**config.mk**
```make
export PLATFORM = sky130hd
export DESIGN_NAME = load_store_unit
export DESIGN_NICKNAME = d
export VERILOG_FILES = /design/src/rtl/load_store_unit.sv
export SDC_FILE = /design/constraint.sdc
export NUM_CORES = 1
export LEC_CHECK = 0
export CAP_MARGIN = 5
export CORE_MARGIN = 3
export CORE_UTILIZATION = 45
export DETAILED_ROUTE_END_ITERATION = 10
export PLACE_DENSITY_LB_ADDON = 0.1
export SKIP_CTS_REPAIR_TIMING = 1
export SLEW_MARGIN = 20
export SYNTH_ARGS = -nofsm -noshare
export SYNTH_HDL_FRONTEND = slang
export SYNTH_SLANG_ARGS = --single-unit
```
**constraint.sdc**
```tcl
create_clock -name clk -period 3.4 [get_ports clk]
set_input_delay 0.51 -clock clk [delete_from_list [all_inputs] [get_ports clk]]
set_output_delay 0.51 -clock clk [all_outputs]
set_load 0.02 [all_outputs]
```
**src/rtl/load_store_unit.sv**
```systemverilog
// -----------------------------------------------------------------------------
// load_store_unit
//
// Purpose: bridges a single-issue RV32I core to a word-wide memory port.
// One access at a time: the core hands over a load or store, the unit
// issues one word request with byte enables, formats the returned data
// and reports completion with a one-cycle done pulse.
//
// Ports:
//   clk, reset               sole clock; synchronous active-high reset
//   core_valid/core_ready    access handshake (ready only while idle)
//   core_we, core_funct3     store/load select and RV32I width code
//   core_addr, core_wdata    byte address, low-aligned store data
//   core_done                one-cycle completion pulse
//   core_rdata, core_fault   formatted load data / abort flag, valid with done
//   mem_req, mem_we          memory request strobe and write enable
//   mem_addr, mem_be         word address (bits [1:0] = 0), byte-lane enables
//   mem_wdata                lane-replicated store data
//   mem_ack, mem_rdata       memory completion and read word (same cycle)
//
// Parameter: TIMEOUT_CYCLES (1..255) request cycles without mem_ack before
//            the access is aborted with a fault.
// Build option: define LSU_MISALIGN_TRAP_EN to fault misaligned halfword and
//            word accesses instead of silently aligning them down.
// -----------------------------------------------------------------------------
module load_store_unit #(
    parameter int unsigned TIMEOUT_CYCLES = 16
) (
    input  logic        clk,
    input  logic        reset,
    input  logic        core_valid,
    output logic        core_ready,
    input  logic        core_we,
    input  logic [2:0]  core_funct3,
    input  logic [31:0] core_addr,
    input  logic [31:0] core_wdata,
    output logic        core_done,
    output logic [31:0] core_rdata,
    output logic        core_fault,
    output logic        mem_req,
    output logic        mem_we,
    output logic [31:0] mem_addr,
    output logic [3:0]  mem_be,
    output logic [31:0] mem_wdata,
    input  logic        mem_ack,
    input  logic [31:0] mem_rdata
);

    typedef enum logic [1:0] {
        S_IDLE = 2'd0,
        S_REQ  = 2'd1,
        S_RESP = 2'd2
    } state_t;

    localparam logic [7:0] TIMEOUT_LIMIT = 8'(TIMEOUT_CYCLES);

    state_t      r_state;
    state_t      w_state_next;

    logic        r_we;
    logic [2:0]  r_funct3;
    logic [31:0] r_addr;
    logic [31:0] r_wdata;
    logic [7:0]  r_cnt;
    logic        r_fault;
    logic [31:0] r_rdata;

    logic        w_accept;
    logic        w_legal;
    logic        w_misalign;
    logic        w_reject;
    logic [7:0]  w_cnt_inc;
    logic        w_timeout;
    logic [3:0]  w_be;
    logic [31:0] w_wdata_rep;
    logic [7:0]  w_lane [4];
    logic [7:0]  w_byte;
    logic [15:0] w_half;
    logic [31:0] w_load_data;

    // ------------------------------------------------------------------
    // Request classification (evaluated on the incoming core fields)
    // ------------------------------------------------------------------
    assign w_accept = core_valid & (r_state == S_IDLE);

    always_comb begin
        w_legal = 1'b0;
        if (core_we) begin
            w_legal = (core_funct3 == 3'b000) || (core_funct3 == 3'b001) ||
                      (core_funct3 == 3'b010);
        end else begin
            w_legal = (core_funct3 == 3'b000) || (core_funct3 == 3'b001) ||
                      (core_funct3 == 3'b010) || (core_funct3 == 3'b100) ||
                      (core_funct3 == 3'b101);
        end
    end

`ifdef LSU_MISALIGN_TRAP_EN
    // funct3[1:0] gives the access size for every legal code (01 half, 10 word)
    always_comb begin
        w_misalign = 1'b0;
        case (core_funct3[1:0])
            2'b01:   w_misalign = core_addr[0];
            2'b10:   w_misalign = (core_addr[1:0] != 2'b00);
            default: w_misalign = 1'b0;
        endcase
    end
`else
    // Misaligned halfword/word accesses are aligned down by the lane logic
    assign w_misalign = 1'b0;
`endif

    assign w_reject = ~w_legal | w_misalign;

    // Timeout fires on the cycle that would bring the count to the limit,
    // so the request is held for exactly TIMEOUT_CYCLES cycles. An ack in
    // that same cycle takes priority.
    assign w_cnt_inc = r_cnt + 8'd1;
    assign w_timeout = ~mem_ack & (w_cnt_inc == TIMEOUT_LIMIT);

    // ------------------------------------------------------------------
    // Store lane steering (from the latched request)
    // ------------------------------------------------------------------
    always_comb begin
        w_be        = 4'b1111;
        w_wdata_rep = r_wdata;
        if (r_we) begin
            case (r_funct3[1:0])
                2'b00: begin
                    w_be        = 4'b0001 << r_addr[1:0];
                    w_wdata_rep = {4{r_wdata[7:0]}};
                end
                2'b01: begin
                    w_be        = r_addr[1] ? 4'b1100 : 4'b0011;
                    w_wdata_rep = {2{r_wdata[15:0]}};
                end
                default: begin
                    w_be        = 4'b1111;
                    w_wdata_rep = r_wdata;
                end
            endcase
        end
    end

    // ------------------------------------------------------------------
    // Load formatting: pick the lane, then sign- or zero-extend
    // ------------------------------------------------------------------
    generate
        for (genvar gi = 0; gi < 4; gi++) begin : g_lane
            assign w_lane[gi] = mem_rdata[8*gi +: 8];
        end
    endgenerate

    assign w_byte = w_lane[r_addr[1:0]];
    assign w_half = r_addr[1] ? mem_rdata[31:16] : mem_rdata[15:0];

    always_comb begin
        w_load_data = mem_rdata;
        case (r_funct3)
            3'b000:  w_load_data = {{24{w_byte[7]}}, w_byte};
            3'b100:  w_load_data = {24'd0, w_byte};
            3'b001:  w_load_data = {{16{w_half[15]}}, w_half};
            3'b101:  w_load_data = {16'd0, w_half};
            default: w_load_data = mem_rdata;
        endcase
    end

    // ------------------------------------------------------------------
    // FSM: state register
    // ------------------------------------------------------------------
    always_ff @(posedge clk) begin
        if (reset) begin
            r_state <= S_IDLE;
        end else begin
            r_state <= w_state_next;
        end
    end

    // FSM: next-state logic
    always_comb begin
        w_state_next = r_state;
        case (r_state)
            S_IDLE: begin
                if (w_accept) begin
                    w_state_next = w_reject ? S_RESP : S_REQ;
                end
            end
            S_REQ: begin
                if (mem_ack || w_timeout) begin
                    w_state_next = S_RESP;
                end
            end
            S_RESP:  w_state_next = S_IDLE;
            default: w_state_next = S_IDLE;
        endcase
    end

    // FSM: outputs (memory side is forced to zero outside REQ)
    always_comb begin
        core_ready = (r_state == S_IDLE);
        core_done  = (r_state == S_RESP);
        core_fault = core_done & r_fault;
        core_rdata = core_done ? r_rdata : 32'd0;
        mem_req    = (r_state == S_REQ);
        mem_we     = mem_req & r_we;
        mem_addr   = mem_req ? {r_addr[31:2], 2'b00} : 32'd0;
        mem_be     = mem_req ? w_be : 4'b0000;
        mem_wdata  = mem_req ? w_wdata_rep : 32'd0;
    end

    // ------------------------------------------------------------------
    // Request latches, timeout counter and response registers
    // ------------------------------------------------------------------
    always_ff @(posedge clk) begin
        if (reset) begin
            r_we     <= 1'b0;
            r_funct3 <= 3'd0;
            r_addr   <= 32'd0;
            r_wdata  <= 32'd0;
            r_cnt    <= 8'd0;
            r_fault  <= 1'b0;
            r_rdata  <= 32'd0;
        end else begin
            case (r_state)
                S_IDLE: begin
                    if (w_accept) begin
                        r_we     <= core_we;
                        r_funct3 <= core_funct3;
                        r_addr   <= core_addr;
                        r_wdata  <= core_wdata;
                        r_cnt    <= 8'd0;
                        r_fault  <= w_reject;
                        r_rdata  <= 32'd0;
                    end
                end
                S_REQ: begin
                    if (mem_ack) begin
                        r_fault <= 1'b0;
                        r_rdata <= r_we ? 32'd0 : w_load_data;
                    end else if (w_timeout) begin
                        r_fault <= 1'b1;
                        r_rdata <= 32'd0;
                    end else begin
                        r_cnt <= w_cnt_inc;
                    end
                end
                default: begin
                end
            endcase
        end
    end

endmodule

```
==> impl_metrics.prom <==
# TYPE chip_impl_metric gauge
chip_impl_metric{name="ctsLongestPathBuffers",unit=""} 2
chip_impl_metric{name="rows",unit=""} 40
chip_impl_metric{name="cts.sinks",unit=""} 111
chip_impl_metric{name="p_per_area",unit="mW/mm²"} 390.0
chip_impl_metric{name="grt_first_pass_wirelength",unit="µm"} 27790
chip_impl_metric{name="reg2reg_slack",unit="ns"} 1.25
chip_impl_info{name="timing.rr.start",value="r_funct3[0]"} 1
chip_impl_info{name="holdCritStartpoint",value="r_addr[4]"} 1
chip_impl_metric{name="timing.critical_path.required",unit="ns"} 2.89
chip_impl_info{name="timing.critical_path.to_type",value="primary output"} 1
chip_impl_info{name="hold-path-endpoint",value="r_addr[4]"} 1
chip_impl_metric{name="fin_setup_tns",unit="ns"} 0
chip_impl_metric{name="cts_buffers",unit=""} 9
chip_impl_metric{name="largest_net_degree_at_the_start_of_global_routing",unit=""} 48
chip_impl_metric{name="drtIter0Drc",unit=""} 541
chip_impl_metric{name="fraction_of_layout_instances_using_a_drive_strength_above_1",unit="%"} 5.640
chip_impl_metric{name="synth_seq_area_share",unit="%"} 39.53
chip_impl_metric{name="leakage_power",unit="nW"} 2.913
chip_impl_info{name="cts_root_buf",value="sky130_fd_sc_hd__clkbuf_16"} 1
chip_impl_metric{name="antenna-diode-count",unit=""} 0
chip_impl_metric{name="irDropWorstVdd",unit="mV"} 0.2743
chip_impl_metric{name="die_area",unit="mm²"} 0.01387
chip_impl_info{name="outcome",value="completed"} 1
chip_impl_metric{name="start_util",unit="%"} 46.42
chip_impl_metric{name="total_routed_wirelength",unit="µm"} 17350
chip_impl_metric{name="post_place_cell_area",unit="mm²"} 0.007784
chip_impl_metric{name="ys.warnings.count",unit=""} 0
chip_impl_metric{name="post-layout-total-power",unit="mW"} 3.167
chip_impl_metric{name="place_inst",unit=""} 1074
chip_impl_metric{name="die_h",unit="µm"} 117.8
chip_impl_metric{name="rr_worst_depth",unit=""} 6
chip_impl_info{name="final_cell_mix",value="205 x sky130_fd_sc_hd__clkdlybuf4s50_1, 171 x sky130_fd_sc_hd__nand2_1, 111 x sky130_fd_sc_hd__a21oi_1, 111 x sky130_fd_sc_hd__dfxtp_1, 73 x sky130_fd_sc_hd__and2_1"} 1
chip_impl_metric{name="detailedPlace.worstSlack",unit="ns"} 0.6851
chip_impl_metric{name="synthesis.area_per_instance",unit="µm²"} 7.587
chip_impl_info{name="path_class",value="flop to primary output"} 1
chip_impl_metric{name="fin_worst_hold_slack",unit="ns"} 0.4504
chip_impl_metric{name="clkLatencyLatePin",unit="ns"} 0.36
chip_impl_info{name="mostFrequentLayoutCell",value="sky130_fd_sc_hd__clkdlybuf4s50_1"} 1
chip_impl_metric{name="wl_per_cell",unit="µm"} 15.92
chip_impl_metric{name="hold-path-cell-count",unit=""} 2
chip_impl_metric{name="final_core_utilization",unit="%"} 67.05
chip_impl_metric{name="dieWidth",unit="µm"} 117.8
chip_impl_metric{name="min_period_over_period",unit="%"} 89.02
chip_impl_info{name="yosys_most_used_dff",value="sky130_fd_sc_hd__dfxtp_1"} 1
chip_impl_metric{name="slew_violations",unit=""} 0
chip_impl_metric{name="max_cap_violations",unit=""} 0
chip_impl_metric{name="firstDrtPassIters",unit=""} 5
chip_impl_metric{name="postRouteAntennaNets",unit=""} 0
chip_impl_metric{name="finalSetupViolCount",unit=""} 0
chip_impl_metric{name="layout-area-overhead-vs-synth",unit="%"} 44.45
chip_impl_metric{name="layout_min_cycle_time",unit="ns"} 3.027
chip_impl_metric{name="synth.distinct_cells",unit=""} 52
chip_impl_metric{name="io_buffers",unit=""} 206
chip_impl_info{name="worstHoldPathType",value="flop to flop"} 1
chip_impl_metric{name="drt_drc_violations_left",unit=""} 0
chip_impl_metric{name="max_freq",unit="MHz"} 330.4
chip_impl_metric{name="placeableCoreArea",unit="mm²"} 0.01211
chip_impl_info{name="rr_endpoint",value="r_rdata[29]"} 1
chip_impl_metric{name="max_slew_margin",unit="%"} 46.17
chip_impl_metric{name="skew",unit="ns"} 0.006383
chip_impl_metric{name="number_of_antenna_violations_at_the_first_check_in_global_routing",unit=""} 0
chip_impl_metric{name="final_cells",unit=""} 1090
chip_impl_metric{name="routed-via-count",unit=""} 5821
chip_impl_metric{name="fill_cell_total_of_the_finished_layout",unit=""} 1061
chip_impl_metric{name="mapped_cell_area",unit="mm²"} 0.005622
chip_impl_metric{name="gr-total-overflow",unit=""} 0
chip_impl_info{name="timing.critical_path.from_type",value="flop"} 1
chip_impl_metric{name="clock_tree.htree_level_count",unit=""} 3
chip_impl_metric{name="first_global_vias",unit=""} 5480
chip_impl_metric{name="synth-edff-count",unit=""} 0
chip_impl_metric{name="ff_latch_area",unit="mm²"} 0.002222
chip_impl_metric{name="hold_violations",unit=""} 0
chip_impl_metric{name="cp_data_arrival_time",unit="ns"} 2.52
chip_impl_metric{name="place_congestion",unit=""} 0.9062
chip_impl_metric{name="post_synth_inst_count",unit=""} 741
chip_impl_metric{name="worstMarginPinSlew",unit="ns"} 0.8074
chip_impl_metric{name="ys_ff_latch",unit=""} 111
chip_impl_metric{name="final_net_count",unit=""} 1023
chip_impl_info{name="rsz_0062_raised_after_global_routing",value="false"} 1
chip_impl_metric{name="overall_routing_resource_usage",unit="%"} 24.33
chip_impl_metric{name="dpl.hpwl",unit="µm"} 12480
chip_impl_info{name="cts_tree",value="yes"} 1
chip_impl_metric{name="postLayoutSetupSlackWorst",unit="ns"} 0.3733
chip_impl_metric{name="multiInputGateArea",unit="mm²"} 0.003114
chip_impl_metric{name="critPathMaxFanout",unit=""} 19
chip_impl_metric{name="top_level_ports",unit=""} 209
chip_impl_metric{name="clk_pin_slew",unit="ns"} 0.07
chip_impl_metric{name="post-route-cell-area",unit="mm²"} 0.008120
chip_impl_metric{name="async_flop_share",unit="%"} 0
chip_impl_metric{name="detail_route.vias_per_cell",unit=""} 5.340
where the power goes:
group	leakage, nW	switching (mW)	internal (mW)
sequential	0.906	0.0504	1.37
combinational	1.85	0.309	0.264
clock	0.159	0.486	0.690
total	2.91	0.845	2.32
how the worst max path moves through the flow:
| stage | to | from | cells after the start |
|---|---|---|---|
| 6_report | mem_wdata[8] | r_we | 6 |
| 5_1_grt | mem_wdata[8] | r_we | 6 |
| 4_1_cts | mem_addr[2] | r_state[1] | 5 |
| 3_5_place_dp | r_rdata[29] | mem_rdata[15] | 6 |
| 3_3_place_gp | mem_wdata[10] | r_we | 6 |
| 2_1_floorplan | mem_wdata[29] | r_we | 5 |
per-layer routing:
metal | share of wire, % | global-route usage [%] | wire [µm]
met4 | 1.7 | 7.399 | 297
met2 | 48 | 41.03 | 8340
met3 | 7.1 | 5.959 | 1231
met1 | 43 | 30.80 | 7485
met5 | 0 | 0 | 0
kinds of logic after synthesis:
group / count (synthesis) / share of synthesized area [%]
and+or+nand+nor: 343 / 29.20
AOI/OAI and AO/OA: 193 / 21.26
DFF: 111 / 39.53
buffers and inverters: 71 / 5.275
muxes: 18 / 3.917
adders and majority gates: 2 / 0.4451
xor gates and xnor gates: 2 / 0.3117
other: 1 / 0.06671
registers in the layout (all words and copies together), names as in the netlist:
name and cells:
r_addr 32, r_wdata 32, r_state 2, r_funct3 3, r_we 1, r_fault 1, r_rdata 32, r_cnt 8
synth_stat cells (5+ instances only):
library cell / count / area share (%)
sky130_fd_sc_hd__a211oi_1: 9 / 1.2
sky130_fd_sc_hd__a21oi_1: 111 / 9.9
sky130_fd_sc_hd__a22o_1: 5 / 0.78
sky130_fd_sc_hd__a31oi_1: 7 / 0.78
sky130_fd_sc_hd__and2_1: 74 / 8.2
sky130_fd_sc_hd__buf_1: 11 / 0.73
sky130_fd_sc_hd__buf_2: 5 / 0.45
sky130_fd_sc_hd__clkbuf_1: 41 / 2.7
sky130_fd_sc_hd__dfxtp_1: 111 / 40
sky130_fd_sc_hd__inv_1: 8 / 0.53
sky130_fd_sc_hd__mux2i_1: 13 / 2.3
sky130_fd_sc_hd__nand2_1: 172 / 11
sky130_fd_sc_hd__nand2b_1: 11 / 1.2
sky130_fd_sc_hd__nand3_1: 10 / 0.89
sky130_fd_sc_hd__nor2_1: 33 / 2.2
sky130_fd_sc_hd__nor2b_1: 24 / 2.7
sky130_fd_sc_hd__nor3_1: 6 / 0.53
sky130_fd_sc_hd__o21ai_0: 17 / 1.5
sky130_fd_sc_hd__o22ai_1: 5 / 0.56
sky130_fd_sc_hd__o2bb2ai_1: 22 / 3.4
area by class of cell:
cell class	count	area share, %
multi-input combinational	560	38.35
tap	168	2.589
timing repair buffer	226	27.18
clock buffer	12	3.159
sequential	111	27.37
inverter	9	0.4160
clock inverter	4	0.9399
critical path: stages (launching register included):
cell and delay (ns):
sky130_fd_sc_hd__dfxtp_1 0.49, sky130_fd_sc_hd__nand2b_1 0.09, sky130_fd_sc_hd__buf_4 0.20, sky130_fd_sc_hd__nor2_1 0.42
sky130_fd_sc_hd__nand2_1 0.10, sky130_fd_sc_hd__a21oi_1 0.21, sky130_fd_sc_hd__clkdlybuf4s50_1 0.64
Power figures use the tool's default switching activity.
